### src/rtl/brew_pkg.sv
// Shared types and the recipe ROM for the brew sequencer.
// A recipe row is a list of {valve, ticks} steps terminated by the first zero-duration entry.
package brew_pkg;

    localparam int ROM_TYPES = 8;
    localparam int ROM_STEPS = 4;
    localparam int ING_W     = 3;
    localparam int ROM_DUR_W = 4;

    typedef enum logic [1:0] {
        IDLE,
        LOAD,
        DISPENSE,
        DONE
    } state_t;

    typedef struct packed {
        logic [ING_W-1:0]     ing;
        logic [ROM_DUR_W-1:0] dur;
    } step_t;

    localparam step_t NO_STEP = '0;

    localparam step_t RECIPE [ROM_TYPES][ROM_STEPS] = '{
        '{NO_STEP, NO_STEP, NO_STEP, NO_STEP},
        '{step_t'{3'd0, 4'd3}, step_t'{3'd1, 4'd2}, NO_STEP, NO_STEP},
        '{step_t'{3'd0, 4'd2}, step_t'{3'd1, 4'd2}, step_t'{3'd2, 4'd1}, NO_STEP},
        '{step_t'{3'd0, 4'd1}, step_t'{3'd1, 4'd1}, step_t'{3'd2, 4'd1}, step_t'{3'd3, 4'd1}},
        '{NO_STEP, NO_STEP, NO_STEP, NO_STEP},
        '{NO_STEP, NO_STEP, NO_STEP, NO_STEP},
        '{NO_STEP, NO_STEP, NO_STEP, NO_STEP},
        '{NO_STEP, NO_STEP, NO_STEP, NO_STEP}
    };

    // Out-of-table lookups read as an empty step, so callers never index past the ROM.
    function automatic step_t rom_entry(input int unsigned t, input int unsigned s);
        if (t < ROM_TYPES && s < ROM_STEPS)
            return RECIPE[t[$clog2(ROM_TYPES)-1:0]][s[$clog2(ROM_STEPS)-1:0]];
        return NO_STEP;
    endfunction

    function automatic logic [ROM_DUR_W-1:0] rom_dur(input int unsigned t, input int unsigned s);
        step_t e;
        e = rom_entry(t, s);
        return e.dur;
    endfunction

endpackage

### src/rtl/tick_prescaler.sv
// Free-running divider that emits one tick every TICK_DIV enabled clocks.
// clear restarts the count so each step begins on a full tick period.
module tick_prescaler #(
    parameter int TICK_DIV = 1000
) (
    input  logic clk,
    input  logic rst_n,
    input  logic clear,
    input  logic en,
    output logic tick
);

    localparam int CNT_W = (TICK_DIV > 1) ? $clog2(TICK_DIV) : 1;

    logic [CNT_W-1:0] cnt;

    assign tick = en && (cnt == CNT_W'(TICK_DIV - 1));

    always_ff @(posedge clk or negedge rst_n) begin
        if (!rst_n)
            cnt <= '0;
        else if (clear)
            cnt <= '0;
        else if (en)
            cnt <= tick ? '0 : cnt + CNT_W'(1);
    end

endmodule

### src/rtl/brew_sequencer.sv
// Recipe sequencer: latches a drink type, then walks its ROM steps opening one valve per step
// for dur prescaled ticks. cancel aborts from any busy state.
import brew_pkg::*;

module brew_sequencer #(
    parameter int N_ING     = 4,
    parameter int TYPE_W    = 3,
    parameter int MAX_STEPS = 4,
    parameter int DUR_W     = 4,
    parameter int TICK_DIV  = 1000
) (
    input  logic                 clk,
    input  logic                 rst_n,
    input  logic [TYPE_W-1:0]    c_type,
    input  logic                 ok,
    input  logic                 cancel,
    output logic [N_ING-1:0]     ingredients,
    output logic [TYPE_W-1:0]    ing_type,
    output logic [((MAX_STEPS > 1) ? $clog2(MAX_STEPS) : 1)-1:0] step_idx,
    output logic [DUR_W-1:0]     time_left,
    output logic                 busy,
    output logic                 done,
    output logic                 err,
    output logic                 aborted
);

    localparam int SIDX_W = (MAX_STEPS > 1) ? $clog2(MAX_STEPS) : 1;

    state_t              state, state_n;
    logic [TYPE_W-1:0]   type_n;
    logic [SIDX_W-1:0]   idx_n;
    logic [DUR_W-1:0]    left_n;
    logic [ING_W-1:0]    cur_ing, ing_n;
    logic                err_n, abort_n;
    logic                presc_clr, tick, last;
    step_t               cur_e;

    tick_prescaler #(.TICK_DIV(TICK_DIV)) u_presc (
        .clk   (clk),
        .rst_n (rst_n),
        .clear (presc_clr),
        .en    (state == DISPENSE),
        .tick  (tick)
    );

    always_ff @(posedge clk or negedge rst_n) begin
        if (!rst_n) begin
            state     <= IDLE;
            ing_type  <= '0;
            step_idx  <= '0;
            time_left <= '0;
            cur_ing   <= '0;
            err       <= 1'b0;
            aborted   <= 1'b0;
        end else begin
            state     <= state_n;
            ing_type  <= type_n;
            step_idx  <= idx_n;
            time_left <= left_n;
            cur_ing   <= ing_n;
            err       <= err_n;
            aborted   <= abort_n;
        end
    end

    always_comb begin
        state_n   = state;
        type_n    = ing_type;
        idx_n     = step_idx;
        left_n    = time_left;
        ing_n     = cur_ing;
        err_n     = 1'b0;
        abort_n   = 1'b0;
        presc_clr = 1'b0;
        cur_e     = rom_entry(32'(ing_type), 32'(step_idx));
        last      = (step_idx == SIDX_W'(MAX_STEPS - 1));

        case (state)
            IDLE: begin
                if (ok && !cancel) begin
                    if (c_type != '0 && rom_dur(32'(c_type), 0) != '0) begin
                        type_n  = c_type;
                        idx_n   = '0;
                        state_n = LOAD;
                    end else begin
                        err_n = 1'b1;
                    end
                end
            end
            LOAD: begin
                left_n    = DUR_W'(cur_e.dur);
                ing_n     = cur_e.ing;
                presc_clr = 1'b1;
                state_n   = DISPENSE;
            end
            DISPENSE: begin
                // The final tick both zeroes time_left and leaves DISPENSE, closing the valve.
                if (tick && time_left != '0) begin
                    left_n = time_left - DUR_W'(1);
                    if (time_left == DUR_W'(1)) begin
                        if (last || rom_dur(32'(ing_type), 32'(step_idx) + 1) == '0) begin
                            state_n = DONE;
                        end else begin
                            idx_n   = step_idx + SIDX_W'(1);
                            state_n = LOAD;
                        end
                    end
                end
            end
            DONE: begin
                state_n = IDLE;
                type_n  = '0;
                idx_n   = '0;
            end
            default: state_n = IDLE;
        endcase

        if (cancel && state != IDLE) begin
            state_n = IDLE;
            type_n  = '0;
            idx_n   = '0;
            left_n  = '0;
            ing_n   = '0;
            abort_n = 1'b1;
        end
    end

    // Valve codes beyond the output width decode to no valve at all.
    always_comb begin
        ingredients = '0;
        if (state == DISPENSE && 32'(cur_ing) < N_ING)
            ingredients = N_ING'(1) << cur_ing;
    end

    assign busy = (state != IDLE);
    assign done = (state == DONE) && !cancel;

endmodule

### config.mk
export PLATFORM = sky130hd
export DESIGN_NAME = brew_sequencer
export DESIGN_NICKNAME = d
export VERILOG_FILES = /design/src/rtl/brew_pkg.sv /design/src/rtl/tick_prescaler.sv /design/src/rtl/brew_sequencer.sv
export SDC_FILE = /design/constraint.sdc
export NUM_CORES = 1
export LEC_CHECK = 0
export ABC_CLOCK_PERIOD_IN_PS = 3500
export CORE_ASPECT_RATIO = 0.6
export CORE_MARGIN = 2
export CORE_UTILIZATION = 55
export DETAILED_ROUTE_END_ITERATION = 10
export PLACE_DENSITY = 0.86
export SETUP_SLACK_MARGIN = 0.3
export SYNTH_ARGS = -nofsm -noshare
export SYNTH_HDL_FRONTEND = slang
export SYNTH_SLANG_ARGS = --single-unit
### constraint.sdc
create_clock -name clk -period 3.5 [get_ports clk]
set_input_delay 0.7 -clock clk [delete_from_list [all_inputs] [get_ports clk]]
set_output_delay 0.7 -clock clk [all_outputs]
set_load 0.01 [all_outputs]
==> results of run 1 <==
[cell families (layout without fill, tap and decap cells)]
logic type | count (synthesis) | after routing | share of synthesized area [%]
flip-flops | 25 | 25 | 37.7
buffers and inverters | 19 | 45 | 4.98
AND/OR/NAND/NOR | 64 | 64 | 21.2
multiplexers | 6 | 6 | 4.00
adder cells (fa/ha/maj) | 12 | 12 | 9.06
AO/OA/AOI/OAI | 42 | 42 | 21.4
XOR/XNOR | 3 | 3 | 1.59
[metal layers]
layer  track usage [%]  share of wire [%]  vias up
met4              3.57               0.27        0
li1                  -                  -      673
met2              35.3                 45       46
met3              6.13                5.7        2
met5                 0                  0        -
met1              33.0                 49      691
[how the worst max path moves through the flow]
stage / startpoint / end / slack, ns / cells after the start
2_1_floorplan: step_idx[1]$_DFFE_PN0P_ / step_idx[0]$_DFFE_PN0P_ / 1.16 / 6
3_3_place_gp: c_type[0] / step_idx[0]$_DFFE_PN0P_ / 0.69 / 8
3_5_place_dp: c_type[0] / step_idx[0]$_DFFE_PN0P_ / 0.65 / 8
4_1_cts: state[0]$_DFFE_PN0P_ / ingredients[0] / 0.47 / 5
5_1_grt: state[0]$_DFFE_PN0P_ / ingredients[0] / 0.35 / 5
6_report: state[0]$_DFFE_PN0P_ / ingredients[0] / 0.43 / 5
[layout by cell type (no fill, tap or decap), types with 2 or more instances in the layout]
| master | instances |
|---|---|
| and2_1 | 2 |
| and3_2 | 2 |
| a32o_1 | 2 |
| clkbuf_8 | 3 |
| o22ai_1 | 2 |
| a21oi_1 | 5 |
| o31ai_1 | 6 |
| nor2_1 | 10 |
| inv_1 | 15 |
| o21ai_0 | 12 |
| mux2i_1 | 4 |
| nand4_1 | 2 |
| or3_1 | 2 |
| dfrtp_1 | 25 |
| xor2_1 | 3 |
| clkdlybuf4s50_1 | 23 |
| o41ai_1 | 2 |
| nor3_1 | 5 |
| nand2_1 | 20 |
| buf_4 | 2 |
| and3_1 | 4 |
| nand3_1 | 6 |
| ha_1 | 12 |
| o211ai_1 | 3 |
| nand2b_1 | 2 |
[power groups by stage]
stage                     registers (mW)  clock network, mW  logic, mW
after floorplan                    0.462                  0      0.606
after global placement             0.469                  0      0.820
after detailed placement           0.479                  0      0.854
after CTS                          0.474              0.181      0.859
after global routing               0.489              0.193      0.950
final                              0.478              0.176      0.864
[stage by stage]
stage	worst slack, ns	utilization (%)	hold slack, ns	total power, mW	instance area, µm²
final	0.427	69.0	0.526	1.52	1980
after global placement	0.686	67.3	0.496	1.29	1930
after CTS	0.469	69.0	0.529	1.51	1980
after detailed placement	0.650	67.3	0.517	1.33	1930
after floorplan	1.16	-	0.404	1.07	1660
after global routing	0.352	69.0	0.549	1.63	1980
[sequential cells by signal, summed over array words and instances, names as in the netlist]
name / count
u_presc.cnt: 10
time_left: 4
ing_type: 3
cur_ing: 2
state: 2
step_idx: 2
aborted: 1
err: 1
[worst register-to-register path, cell delays in order (launching register included)]
cell	delay (ns)
dfrtp_1	0.43
inv_1	0.14
ha_1	0.44
nand4b_1	0.29
a2111oi_4	0.47
o211ai_4	0.15
a311oi_4	0.28
mux2_4	0.33
[layout make-up]
class,count,area [µm²]
clock buffer,3,41.3
fill,206,890
tap,42,52.6
multi-input combinational,127,950
clock inverter,1,7.51
inverter,16,60.1
timing repair buffer,25,245
sequential,25,626
==> metrics.md, run 1 <==
| Metric | Value |
|---|---|
| Post-Syn Nets | 190 |
| Clock H-tree levels | 1 |
| Cell taking the most area after synthesis | dfrtp_1 |
| Maximum fanout along the worst path | 11 |
| CP peak stage delay | approximately 0.57 ns |
| Arrival time worst endpoint | 2.37 ns |
| Slew Limit Fails | 0 |
| Sequential Power Share | 31.5% |
| Rel. slew slack | a little under three fifths |
| Main synth FF type | dfrtp_1 |
| Power per cell area | 766 nW/µm² |
| Max Clock Skew | around 0.008 ns |
| CP most frequent cell | inv_1 |
| Routed Wire Length | 3.77 mm |
| Core ar. | 2870 µm² |
| R2r setup slk | roughly 0.87 ns |
| Root buffer cell | clkbuf_8 |
| DRC Markers | 0 |
| Worst r2r dst | step_idx[0]$_DFFE_PN0P_ |
| Slowest-stage cell, CP | clkdlybuf4s50_1 |
| R2R depth | 7 |
| Non-Filler Instances | ~240 |
| Worst path bufs/invs | 3 |
| CTS tree | done |
| Initial antenna violation count | 0 |
| First-pass GRT wire length | approximately 6 mm |
| Endpoints failing hold | 0 |
| Drt initial violations | 86 |
| Synth top cells by count | dfrtp_1, nand2_1, inv_1 |
| Top-Level Pins | 24 |
| Most common cell in the synthesized netlist | dfrtp_1 |
| Setup TNS | 0 ns |
| Crit path capture type | output pin |
| Clock Latency Late Sink | about 0.27 ns |
| Post-cts resize count | 0 |
| Status | completed |
| Vias in the first global route | 1242 |
| RSZ-0062 raised after global routing | false |
| # Post-CTS Setup Buffers | 0 |
| Hold depth | 1 |
| Ys async rst share | 100% |
| Clock share of power | 11.6% |
| Post-route antenna net violation count | 0 |
| Final Cycle Share | just under 90% |
| Top Family by Delay on Critical Path | buffers and inverters |
| Worst r2r src | state[0]$_DFFE_PN0P_ |
| Area contributors post-synth | dfrtp_1, ha_1, nand2_1 |
| Max-cap viol count | 0 |
| Antenna cells | 0 |
| Switching share of power | between 40 and 50% |
| Via-to-Cell Ratio | just under 6 |
| Setup violators final | 0 |
| Yosys top cell area share | a little under two fifths |
| Num rows | 15 |
| Die Y-Extent | about 47 µm |
| Cell Area, Synth | approximately 1700 µm² |
| Area grow syn2layout | 19.5% |
| Seq/Total Area, Yosys | a little under two fifths |
| DRT Pass-1 Iters | 4 |
| Placed insts | roughly 240 |
| Synth cell types | 47 |
| Combinational power share | about 57% |
| Layout Nets | roughly 220 |
| Switching Power | 671 µW |
| Routability cong. | roughly 0.84 |
| Final HPWL DP | 2.88 mm |
| Pin slew with the least headroom to its limit | 0.651 ns |
| CTS Buf Count | 3 |
| Worst Path Required | between 2 and 3 ns |
| Fin crit period | about 3.1 ns |
| Largest net degree at the start of global routing | 26 |
| Startpoint types | flop |
| Cell Chain, Critical Path | inv_1, ha_1, inv_1, nor3_1, clkdlybuf4s50_1 |
| Fmax | between 300 and 400 MHz |
| TritonCTS Sinks | 25 |
| Cells after Synth | about 170 |
| EDFF count, synth | 0 |
| Hold buffer count at cts | 0 |
| Hold Path Class | reg -> reg |
| Total track usage | 22.9% |
| Yosys warning total | 0 |
| Worst vdd ir | ~440 µV |
| Vias | approximately 1.4k |
| Die width | about 75 µm |
| Die area | 3480 µm² |
| Mean post-synth cell area | about 9.7 µm² |
| Clk pin slew, worst setup/hold paths | ~0.090 ns |
| Setup CP Type | reg -> out |
| Worst hold start | u_presc.cnt[0]$_DFFE_PN0P_ |
| Yosys reg bits | 25 |
| CTS max path bufs | 2 |
| Initial Utilization | ~58% |
| Total gr overflow | 0 |
| Wirelength per Cell | 15.8 µm |
| Leakage | 0.879 nW |
| I/O Buffers | 23 |
| Int Power | roughly 850 µW |
| Layout cell share with drive strength beyond 1 | between 10% and 20% |
| WHS Endpoint | u_presc.cnt[0]$_DFFE_PN0P_ |
(Power assumes the default switching activity.)
==> run 2, diff against run 1 <==
CTS_BUF_LIST = sky130_fd_sc_hd__clkbuf_16   (was unset)
CTS_CLUSTER_SIZE = 40   (was unset)
PLACE_DENSITY = 0.81   (was 0.86)
==> run 2 against run 1 <==
Against the previous run:
- hold slack got worse by 0.0060 ns
- sequential share of layout area decreased by 0.53 points
- setup slack improved by 0.056 ns
- non-clock buffer count unchanged
- register-to-register slack worse by 0.03 ns
- first-iteration DRC count decreased by 20%
- highest routed layer unchanged
- die area unchanged
- critical path type unchanged
- routed wire length rose by 9.2%
- via count increased by 0.35%
- utilization rose by 1.2 points
==> metrics.md, run 2 (synthesis gave the netlist of run 1 again) <==
| Metric | Value |
|---|---|
| Area grow syn2layout | 21.6% |
| Wirelength per Cell | 17.2 µm (+9.2%) |
| CP Launch Point | state[0]$_DFFE_PN0P_ |
| TritonCTS Sinks | 25 (unchanged) |
| Post-route antenna net violation count | 0 (unchanged) |
| Endpoints failing hold | 0 (unchanged) |
| Worst Path Required | 2.80 ns (about the same) |
| Die Y-Extent | 46.5 µm (unchanged) |
| Layout Nets | 217 (unchanged) |
| Initial antenna violation count | 0 (unchanged) |
| Routability cong. | 0.811 (-3.4%) |
| Die area | 3480 µm² (unchanged) |
| First-pass GRT wire length | 6.58 mm (+11%) |
| Worst r2r dst | step_idx[0]$_DFFE_PN0P_ |
| Max reg flops | 10 (unchanged) |
| Status | completed |
| Maximum fanout along the worst path | 11 (unchanged) |
| Worst hold start | u_presc.cnt[6]$_DFFE_PN0P_ |
| CTS max path bufs | 2 (unchanged) |
| Startpoint types | flop |
| Non-Filler Instances | 239 (unchanged) |
| DRC Markers | 0 (unchanged) |
| Clk pin slew, worst setup/hold paths | 0.07 ns (-0.02 ns) |
| Max-cap viol count | 0 (unchanged) |
| Setup violators final | 0 (unchanged) |
| Power per cell area | 804 nW/µm² (+4.9%) |
| Pin slew with the least headroom to its limit | 0.663 ns (+0.0120 ns) |
| Antenna cells | 0 (unchanged) |
| Hold Slack | 0.520 ns (-0.00603 ns) |
| Final HPWL DP | 2.99 mm (+3.8%) |
| Arrival time worst endpoint | 2.32 ns (-0.05 ns) |
| Layout cell share with drive strength beyond 1 | 10.2% (unchanged) |
| Placed insts | 235 (unchanged) |
| Largest registers | u_presc.cnt: 10 flops, time_left: 4 flops, ing_type: 3 flops |
| Fmax | 331 MHz (+1.8%) |
| Clock Latency Late Sink | 0.26 ns (about the same) |
| Vias in the first global route | 1331 (+7.2%) |
| Initial Utilization | 57.7% (unchanged) |
| Clock H-tree levels | 1 (unchanged) |
| Drt initial violations | 69 (-20%) |
| Leakage | 0.894 nW (+1.8%) |
| DR WL met2 | 1.80 mm (+7.1%) |
| WL met3 | 200 µm (-6.5%) |
| Met1 Wirelength | 1.96 mm (+5.5%) |
| Slew Limit Fails | 0 (unchanged) |
| I/O Buffers | 23 (unchanged) |
| Total track usage | 26.7% (+3.8 points) |
| Worst vdd ir | 507 µV (+15%) |
| Vias | 1417 (+0.35%) |
| Via-to-Cell Ratio | 5.93 (+0.35%) |
| Setup TNS | 0 ns (unchanged) |
| Design area | 2020 µm² (+1.7%) |
| Hold Path Class | reg -> reg |
| Die width | 74.9 µm (unchanged) |
| Top sig layer | met4 |
| CTS Buf Count | 3 (unchanged) |
| Layout fillers | 216 (+4.9%) |
| Final Cycle Share | 86.2% (-1.6 points) |
| R2r setup slk | 0.84 ns (-0.03 ns) |
| Rel. slew slack | 55.4% (-0.81 points) |
| Top-Level Pins | 24 (unchanged) |
| DRT Pass-1 Iters | 4 (unchanged) |
| Commonest non-fill, non-tap cells in the layout | dfrtp_1, clkdlybuf4s50_1, nand2_1 |
| Num rows | 15 (unchanged) |
| Hold depth | 1 (unchanged) |
| Worst r2r src | state[0]$_DFFE_PN0P_ |
| Total gr overflow | 0 (unchanged) |
| Root buffer cell | clkbuf_16 |
| Routed Wire Length | 4.12 mm (+9.2%) |
| Most common cell after layout, fill and taps aside | dfrtp_1 |
| Setup CP Type | reg -> out |
| RSZ-0062 raised after global routing | false |
| Largest reg by FF count | u_presc.cnt |
| # Post-CTS Setup Buffers | 0 (unchanged) |
| Final Util | 70.2% (+1.2 points) |
| Core ar. | 2870 µm² (unchanged) |
| CTS tree | done |
| Max Clock Skew | 0.00304 ns (-0.00485 ns) |
| Crit path capture type | output pin |
| WHS Endpoint | u_presc.cnt[6]$_DFFE_PN0P_ |
| Fin crit period | 3.02 ns (-0.0556 ns) |
| Largest net degree at the start of global routing | 26 (unchanged) |
| Hold buffer count at cts | 0 (unchanged) |
| DP Area | 1930 µm² (unchanged) |
| Post-cts resize count | 0 (unchanged) |
| R2R depth | 7 (unchanged) |
-- run 2: cell counts in the layout (fill, tap and decap cells not counted) --
No cell type changed its count.
-- run 2: layout make-up --
type | instances | area, µm² | share of cell area, %
Multi-Input combinational cell | 127 | 950 | 47.1
Sequential cell | 25 | 626 | 31.0
Timing Repair Buffer | 25 | 245 | 12.2
Clock buffer | 3 | 75.1 | 3.72
Inverter | 16 | 60.1 | 2.98
Tap cell | 42 | 52.6 | 2.61
Clock inverter | 1 | 7.51 | 0.372
-- run 2: how the worst max path moves through the flow --
stage                              end  slack, ns  cells past startpoint
3_3_place_gp   step_idx[0]$_DFFE_PN0P_       0.69                      8
5_1_grt                 ingredients[0]       0.35                      5
4_1_cts                 ingredients[0]       0.49                      5
3_5_place_dp   step_idx[0]$_DFFE_PN0P_       0.62                      8
6_report                ingredients[0]       0.48                      5
2_1_floorplan  step_idx[0]$_DFFE_PN0P_       1.16                      6
-- run 2: through the flow --
stage	power, mW	worst slack [ns]
CTS	1.61	0.489
finish	1.62	0.482
global route	1.74	0.349
floorplan	1.07	1.16
detailed placement	1.34	0.624
global placement	1.29	0.691
-- run 2: metal layers --
metal  vias to the layer above  track usage [%]
met5                         -                0
li1                        674                -
met3                        16             5.69
met2                        54             41.1
met4                         0             10.0
met1                       673             37.2
-- run 2: critical path, stage by stage, from the launching register on --
cell and delay (ns):
dfrtp_1 0.42, inv_1 0.14, ha_1 0.44, inv_1 0.24
nor3_1 0.24, clkdlybuf4s50_1 0.56
-- run 2: where the power goes --
| group | total (mW) | internal [mW] | switching, mW |
|---|---|---|---|
| sequential | 0.482 | 0.368 | 0.114 |
| clock | 0.260 | 0.155 | 0.105 |
| combinational | 0.878 | 0.400 | 0.479 |
| total | 1.62 | 0.922 | 0.697 |
